===== config.mk =====
export PLATFORM = sky130hd
export DESIGN_NAME = i2s_tx
export DESIGN_NICKNAME = d
export VERILOG_FILES = /design/src/rtl/i2s_pkg.sv /design/src/rtl/i2s_bclk_gen.sv /design/src/rtl/i2s_tx.sv
export SDC_FILE = /design/constraint.sdc
export NUM_CORES = 1
export LEC_CHECK = 0
export ABC_AREA = 1
export CAP_MARGIN = 20
export CORE_AREA = 2 2 79 81
export CTS_CLUSTER_SIZE = 8
export DETAILED_ROUTE_END_ITERATION = 12
export DIE_AREA = 0 0 81 83
export PLACE_DENSITY = 0.78
export SLEW_MARGIN = 20
export SYNTH_ARGS = -nofsm -noshare
export SYNTH_HDL_FRONTEND = slang
export SYNTH_HIERARCHICAL = 1
export SYNTH_SLANG_ARGS = --single-unit
export TNS_END_PERCENT = 30

===== constraint.sdc =====
create_clock -name sysClk -period 1.7 [get_ports sysClk]
set_clock_uncertainty 0.1 [all_clocks]
set_input_delay 0.17 -clock sysClk [delete_from_list [all_inputs] [get_ports sysClk]]
set_output_delay 0.17 -clock sysClk [all_outputs]
set_load 0.01 [all_outputs]

===== src/rtl/i2s_pkg.sv =====
`default_nettype none
// ============================================================================
// i2s_pkg : shared state type and default constants for the I2S transmitter
// Rev 1.0
// ============================================================================
package i2s_pkg;

  typedef enum logic [0:0] {
    IDLE = 1'b0,
    RUN  = 1'b1
  } state_t;

  localparam int c_BCLK_DIV   = 4;
  localparam int c_SAMPLE_W   = 16;
  localparam int c_SLOT_W     = 32;
  localparam int c_FRAME_BITS = 2 * c_SLOT_W;
  localparam int c_CNT_W      = $clog2(c_FRAME_BITS);

  // Frame-counter width for a given slot width
  function automatic int cnt_width(input int slot_w);
    return $clog2(2 * slot_w);
  endfunction

endpackage
`default_nettype wire


===== src/rtl/i2s_bclk_gen.sv =====
`default_nettype none
// ============================================================================
// i2s_bclk_gen : divides sysClk into bclk and flags the bclk falling edge
// Rev 1.0
// ============================================================================
module i2s_bclk_gen
  import i2s_pkg::*;
#(
  parameter int BCLK_DIV = c_BCLK_DIV
) (
  input  logic clk_i,
  input  logic rst_i,
  input  logic run_i,
  output logic bclk_o,
  output logic fall_o
);

  localparam int                 c_DIV_W    = $clog2(BCLK_DIV);
  localparam logic [c_DIV_W-1:0] c_DIV_LAST = c_DIV_W'(BCLK_DIV - 1);

  logic [c_DIV_W-1:0] div_cnt_q;
  logic               bclk_q;
  logic               w_toggle;

  assign w_toggle = run_i && (div_cnt_q == c_DIV_LAST);

  always_ff @(posedge clk_i or posedge rst_i) begin
    if (rst_i) begin
      div_cnt_q <= '0;
      bclk_q    <= 1'b0;
    end else if (!run_i) begin
      div_cnt_q <= '0;
      bclk_q    <= 1'b0;
    end else if (w_toggle) begin
      div_cnt_q <= '0;
      bclk_q    <= ~bclk_q;
    end else begin
      div_cnt_q <= div_cnt_q + 1'b1;
    end
  end

  // Strobe is valid on the same edge that drives bclk low
  assign bclk_o = bclk_q;
  assign fall_o = w_toggle & bclk_q;

endmodule
`default_nettype wire


===== src/rtl/i2s_tx.sv =====
`default_nettype none
// ============================================================================
// i2s_tx : paces the sample generator with audioClk and serialises its output
//          as I2S. Macro I2S_TX_STEREO_EN adds an independent right channel.
// Rev 1.0
// ============================================================================
module i2s_tx
  import i2s_pkg::*;
#(
  parameter int BCLK_DIV = c_BCLK_DIV,
  parameter int SAMPLE_W = c_SAMPLE_W,
  parameter int SLOT_W   = c_SLOT_W
) (
  input  logic                sysClk,
  input  logic                reset,
  input  logic                enable,
  input  logic [SAMPLE_W-1:0] audioData,
`ifdef I2S_TX_STEREO_EN
  input  logic [SAMPLE_W-1:0] audioDataR,
`endif
  output logic                audioClk,
  output logic                bclk,
  output logic                lrclk,
  output logic                sdata,
  output logic                busy
);

  localparam int              c_CW      = cnt_width(SLOT_W);
  localparam int              c_PW      = c_CW - 1;
  localparam logic [c_CW-1:0] c_CAP     = c_CW'(SLOT_W);
  localparam logic [c_CW-1:0] c_LAST    = c_CW'(2 * SLOT_W - 1);
  localparam logic [c_PW-1:0] c_POS_LSB = c_PW'(SAMPLE_W);

  state_t              state_q;
  logic [c_CW-1:0]     bit_cnt_q;
  logic [c_CW-1:0]     bit_cnt_d;
  logic [c_PW-1:0]     slot_pos_d;
  logic [SAMPLE_W-1:0] hold_l_q;
  logic [SAMPLE_W-1:0] src_r_q;
  logic [SAMPLE_W-1:0] shift_q;
  logic [SAMPLE_W-1:0] w_hold_r;
  logic                audio_clk_q;
  logic                lrclk_q;
  logic                sdata_q;
  logic                busy_q;
  logic                w_run;
  logic                w_fall;
  logic                w_cap;
  logic                w_wrap;

  i2s_bclk_gen #(
    .BCLK_DIV (BCLK_DIV)
  ) u_bclk_gen (
    .clk_i  (sysClk),
    .rst_i  (reset),
    .run_i  (w_run),
    .bclk_o (bclk),
    .fall_o (w_fall)
  );

  assign w_run      = (state_q == RUN);
  assign bit_cnt_d  = bit_cnt_q + 1'b1;
  assign slot_pos_d = bit_cnt_d[c_PW-1:0];
  assign w_cap      = w_run && w_fall && (bit_cnt_d == c_CAP);
  assign w_wrap     = w_run && w_fall && (bit_cnt_q == c_LAST);

  // Capture half a frame after audioClk rises, giving the generator slack
  always_ff @(posedge sysClk or posedge reset) begin
    if (reset) begin
      hold_l_q <= '0;
    end else if (w_cap) begin
      hold_l_q <= audioData;
    end
  end

`ifdef I2S_TX_STEREO_EN
  logic [SAMPLE_W-1:0] hold_r_q;

  always_ff @(posedge sysClk or posedge reset) begin
    if (reset) begin
      hold_r_q <= '0;
    end else if (w_cap) begin
      hold_r_q <= audioDataR;
    end
  end

  assign w_hold_r = hold_r_q;
`else
  assign w_hold_r = hold_l_q;
`endif

  always_ff @(posedge sysClk or posedge reset) begin
    if (reset) begin
      state_q     <= IDLE;
      bit_cnt_q   <= '0;
      src_r_q     <= '0;
      shift_q     <= '0;
      audio_clk_q <= 1'b0;
      lrclk_q     <= 1'b0;
      sdata_q     <= 1'b0;
      busy_q      <= 1'b0;
    end else begin
      case (state_q)
        IDLE: begin
          if (enable) begin
            state_q     <= RUN;
            audio_clk_q <= 1'b1;
            busy_q      <= 1'b1;
          end
        end
        RUN: begin
          if (w_fall) begin
            bit_cnt_q   <= bit_cnt_d;
            lrclk_q     <= bit_cnt_d[c_CW-1];
            audio_clk_q <= ~bit_cnt_d[c_CW-1];
            sdata_q     <= 1'b0;
            // Slot start loads the word; the MSB goes out one bclk later
            if (slot_pos_d == '0) begin
              shift_q <= bit_cnt_d[c_CW-1] ? src_r_q : hold_l_q;
            end else if (slot_pos_d <= c_POS_LSB) begin
              sdata_q <= shift_q[SAMPLE_W-1];
              shift_q <= {shift_q[SAMPLE_W-2:0], 1'b0};
            end
            if (w_wrap) begin
              src_r_q <= w_hold_r;
              if (!enable) begin
                state_q     <= IDLE;
                audio_clk_q <= 1'b0;
                busy_q      <= 1'b0;
              end
            end
          end
        end
        default: state_q <= IDLE;
      endcase
    end
  end

  assign audioClk = audio_clk_q;
  assign lrclk    = lrclk_q;
  assign sdata    = sdata_q;
  assign busy     = busy_q;

endmodule
`default_nettype wire


==> results.ini <==
[synth]
async_flop_share=1.000
synth_fa_ha_area_frac=0.01316
synth_top_family_by_area=simple AND/OR/NAND/NOR gates
yosys_warnings=6
synth.cell_area_um2=2851
synth_area_leader_cell=dfrtp_1
syn_nets=382
netlist_instances=360
synth_edf_count=0
synth-simple-area-share=0.2720
synth.area.top_cells=dfrtp_1 54%, nand2_1 18%, o21ai_1 4.7%
synthTopCellsByCount=138 x nand2_1, 61 x dfrtp_1, 31 x inv_1
muxShareOfSynthArea=0
yosysSeqAreaShare=0.5353
synth_compound_area_frac=0.1027
ys_types=20
yosysMostFrequentCell=nand2_1
yosys.area_share.xor_xnor=0.003072
ys_ff_latch=61
syn_avg_cell_area_um2=7.921
synth_flop_cell=dfrtp_1
yosys.area.top_type_share=0.5353

[setup_path]
path_cells=ha_4 > inv_2 > nand2_2 > nand2_2 > nand2_4 > nor2_4 > nand2_4 > nor2_4 > clkbuf_16 > nand2_1 > o21ai_1
r2r_slack_ns=-0.13
setup.worst_path.start_class=flop
rr_worst_depth=11
cp.required_ns=1.86
reg2reg_to=hold_l_q[4]
r2r-start=bit_cnt_q[1]
critPathSlowestCell=dfrtp_1
cp_max_fo=8
slowest_delay_ns=0.43
end_kind=flop
setup.worst_path.class=flop to flop
arrival_ns=2.00

[clocking]
cts_tree=built
cts_inserted_buffers=9
clock_latency_ns=0.33
h-tree-depth=3
clk_transition_reported_paths_ns=0.07
cts_max_path_buffers=2
cts.sinks=61
cts_root_buf=clkbuf_8

[global_routing]
grt_pass1_wl_mm=10.60
antenna_found_initial=0
overflow=0
grt_max_degree=34
grt_pass1_vias=2354
grt_usage=0.2020

[power_and_ir_drop]
cellLeakagePower_nw=1.828
p_per_area_nw_per_um2=852.3
fin_total_pwr_mw=3.196
vdd_ir_drop_max_mv=0.6413

[timing]
finalMaxSlewViolations=0
fin_crit_ns=1.834
grt_setup_unrepaired=true
slew_headroom=0.7787
setup_viol=24
hold_slack_ns=0.2753
finalSetupTns_ns=-1.874
fin_crit_sh=1.079
tightest_slew_ns=0.3315
timing.final.hold_violations=0
fmax_mhz=545.1
post-route-worst-setup-slack_ns=-0.1345

[route]
post-route-drc-count=0
firstDrtPassIters=4
wire_per_inst_um=13.48
drtIter0Drc=185
wl_mm=6.470
dr_total_vias=2479
antenna_left=0
drt-vias-per-instance=5.165

[die]
initial_core_util=0.4903
die_h_um=83
dieWidth_um=81
core_um2=5816
row_count=28
ios=24
die_area_um2=6723

[placement]
dp_hpwl_mm=3.811
pre_cts_slack_ns=-0.09369
port_buffers=23
gp_congestion=0.8073

[hold_path]
hold_start=audioData[6]
min_to=hold_l_q[6]
hold_class=input port to flop
whs_path_depth=3

[layout]
n_antenna_cell=0
drive_gt1_frac=0.1975
fin_util=0.6448
layout.nets=422
syn2layout_area_growth_pct=31.51
fillers=467

[outcome]
status=finished, violations left
failed_checks=setup timing

[run]
maxCapViolations=0

-- logic make-up (layout without fill, tap and decap cells) --
logic type / after synthesis / in the layout
DFF: 61 / 61
adders and majority gates: 3 / 3
AOI/OAI and AO/OA: 57 / 57
buffers and inverters: 47 / 92
xor gates and xnor gates: 1 / 1
and+or+nand+nor: 191 / 191
-- cell type report --
class,instances,area (um2),area share
Multi-Input combinational cell,252,1235,0.3293
Clock buffer,13,168.9,0.04505
Timing Repair Buffer,43,508.0,0.1355
Clock inverter,3,90.09,0.02402
Inverter,33,126.4,0.03370
Tap cell,75,93.84,0.02503
Sequential cell,61,1528,0.4074
-- per-layer routing --
layer / global-route usage / vias to the layer above / share of wire
met1: 0.2710 / 1194 / 0.44
met5: 0 / - / 0
met4: 0.1063 / 0 / 0.025
met2: 0.3065 / 58 / 0.50
met3: 0.04130 / 13 / 0.037
li1: - / 1214 / -
-- registers in the layout, indices dropped and copies added, names as in the netlist --
register / cells
shift_q: 16
state_q: 1
busy: 1
sdata: 1
u_bclk_gen/div_cnt_q: 2
hold_l_q: 16
bit_cnt_q: 6
u_bclk_gen/bclk_o: 1
src_r_q: 16
audioClk: 1
-- through the flow --
| step | instances | area, um2 |
|---|---|---|
| CTS | 477 | 3592 |
| floorplan | 360 | 2854 |
| global route | 480 | 3750 |
| global placement | 458 | 3272 |
| detailed placement | 458 | 3272 |
| finish | 480 | 3750 |
-- cells in the final DEF (no fill, tap or decap), drive strengths merged --
master / count
nor2: 25
xnor2: 1
nand2: 143
a21oi: 15
bufinv: 3
dlygate4sd3: 1
inv: 33
o311ai: 1
dfrtp: 61
o21ai: 41
buf: 17
nand3: 21
clkbuf: 15
nand4: 2
ha: 3
clkdlybuf4s50: 23
-- worst max-delay path by stage --
stage	from	cells after the start	endpoint	slack, ns
finish	bit_cnt_q[1]	11	hold_l_q[4]	-0.13
global route	bit_cnt_q[1]	11	hold_l_q[1]	-0.20
CTS	bit_cnt_q[0]	11	hold_l_q[11]	-0.02
detailed placement	bit_cnt_q[0]	11	shift_q[6]	-0.09
global placement	bit_cnt_q[0]	11	shift_q[6]	-0.02
floorplan	reset	1	audioClk	0.00008
-- worst max-delay path, delay by kind of cell (launching register included) --
family / cells / cell delay (ns)
flops: 1 / 0.43
compound gates: 1 / 0.07
buf+inv: 2 / 0.28
simple gates: 7 / 0.69
fa+ha+maj: 1 / 0.19
-- power by group --
group / leakage (nW) / internal [mW] / switching (mW)
registers: 0.741 / 1.45 / 0.000557
logic: 0.956 / 0.0496 / 0.0396
clock network: 0.130 / 1.10 / 0.558
total: 1.83 / 2.60 / 0.599
-- what timing repair did --
| action | 4_1_cts | 5_1_grt |
|---|---|---|
| gates resized for setup | 7 | 40 |
| setup buffers | 1 | 1 |
| pin swaps | 0 | 3 |
| cloned | 1 | 2 |
| hold buffers | 1 | 0 |
| endpoints found under the setup margin | 29 | 50 |
| endpoints found under the hold margin | 3 | 0 |
No activity file was read; power rests on OpenSTA's default activity.
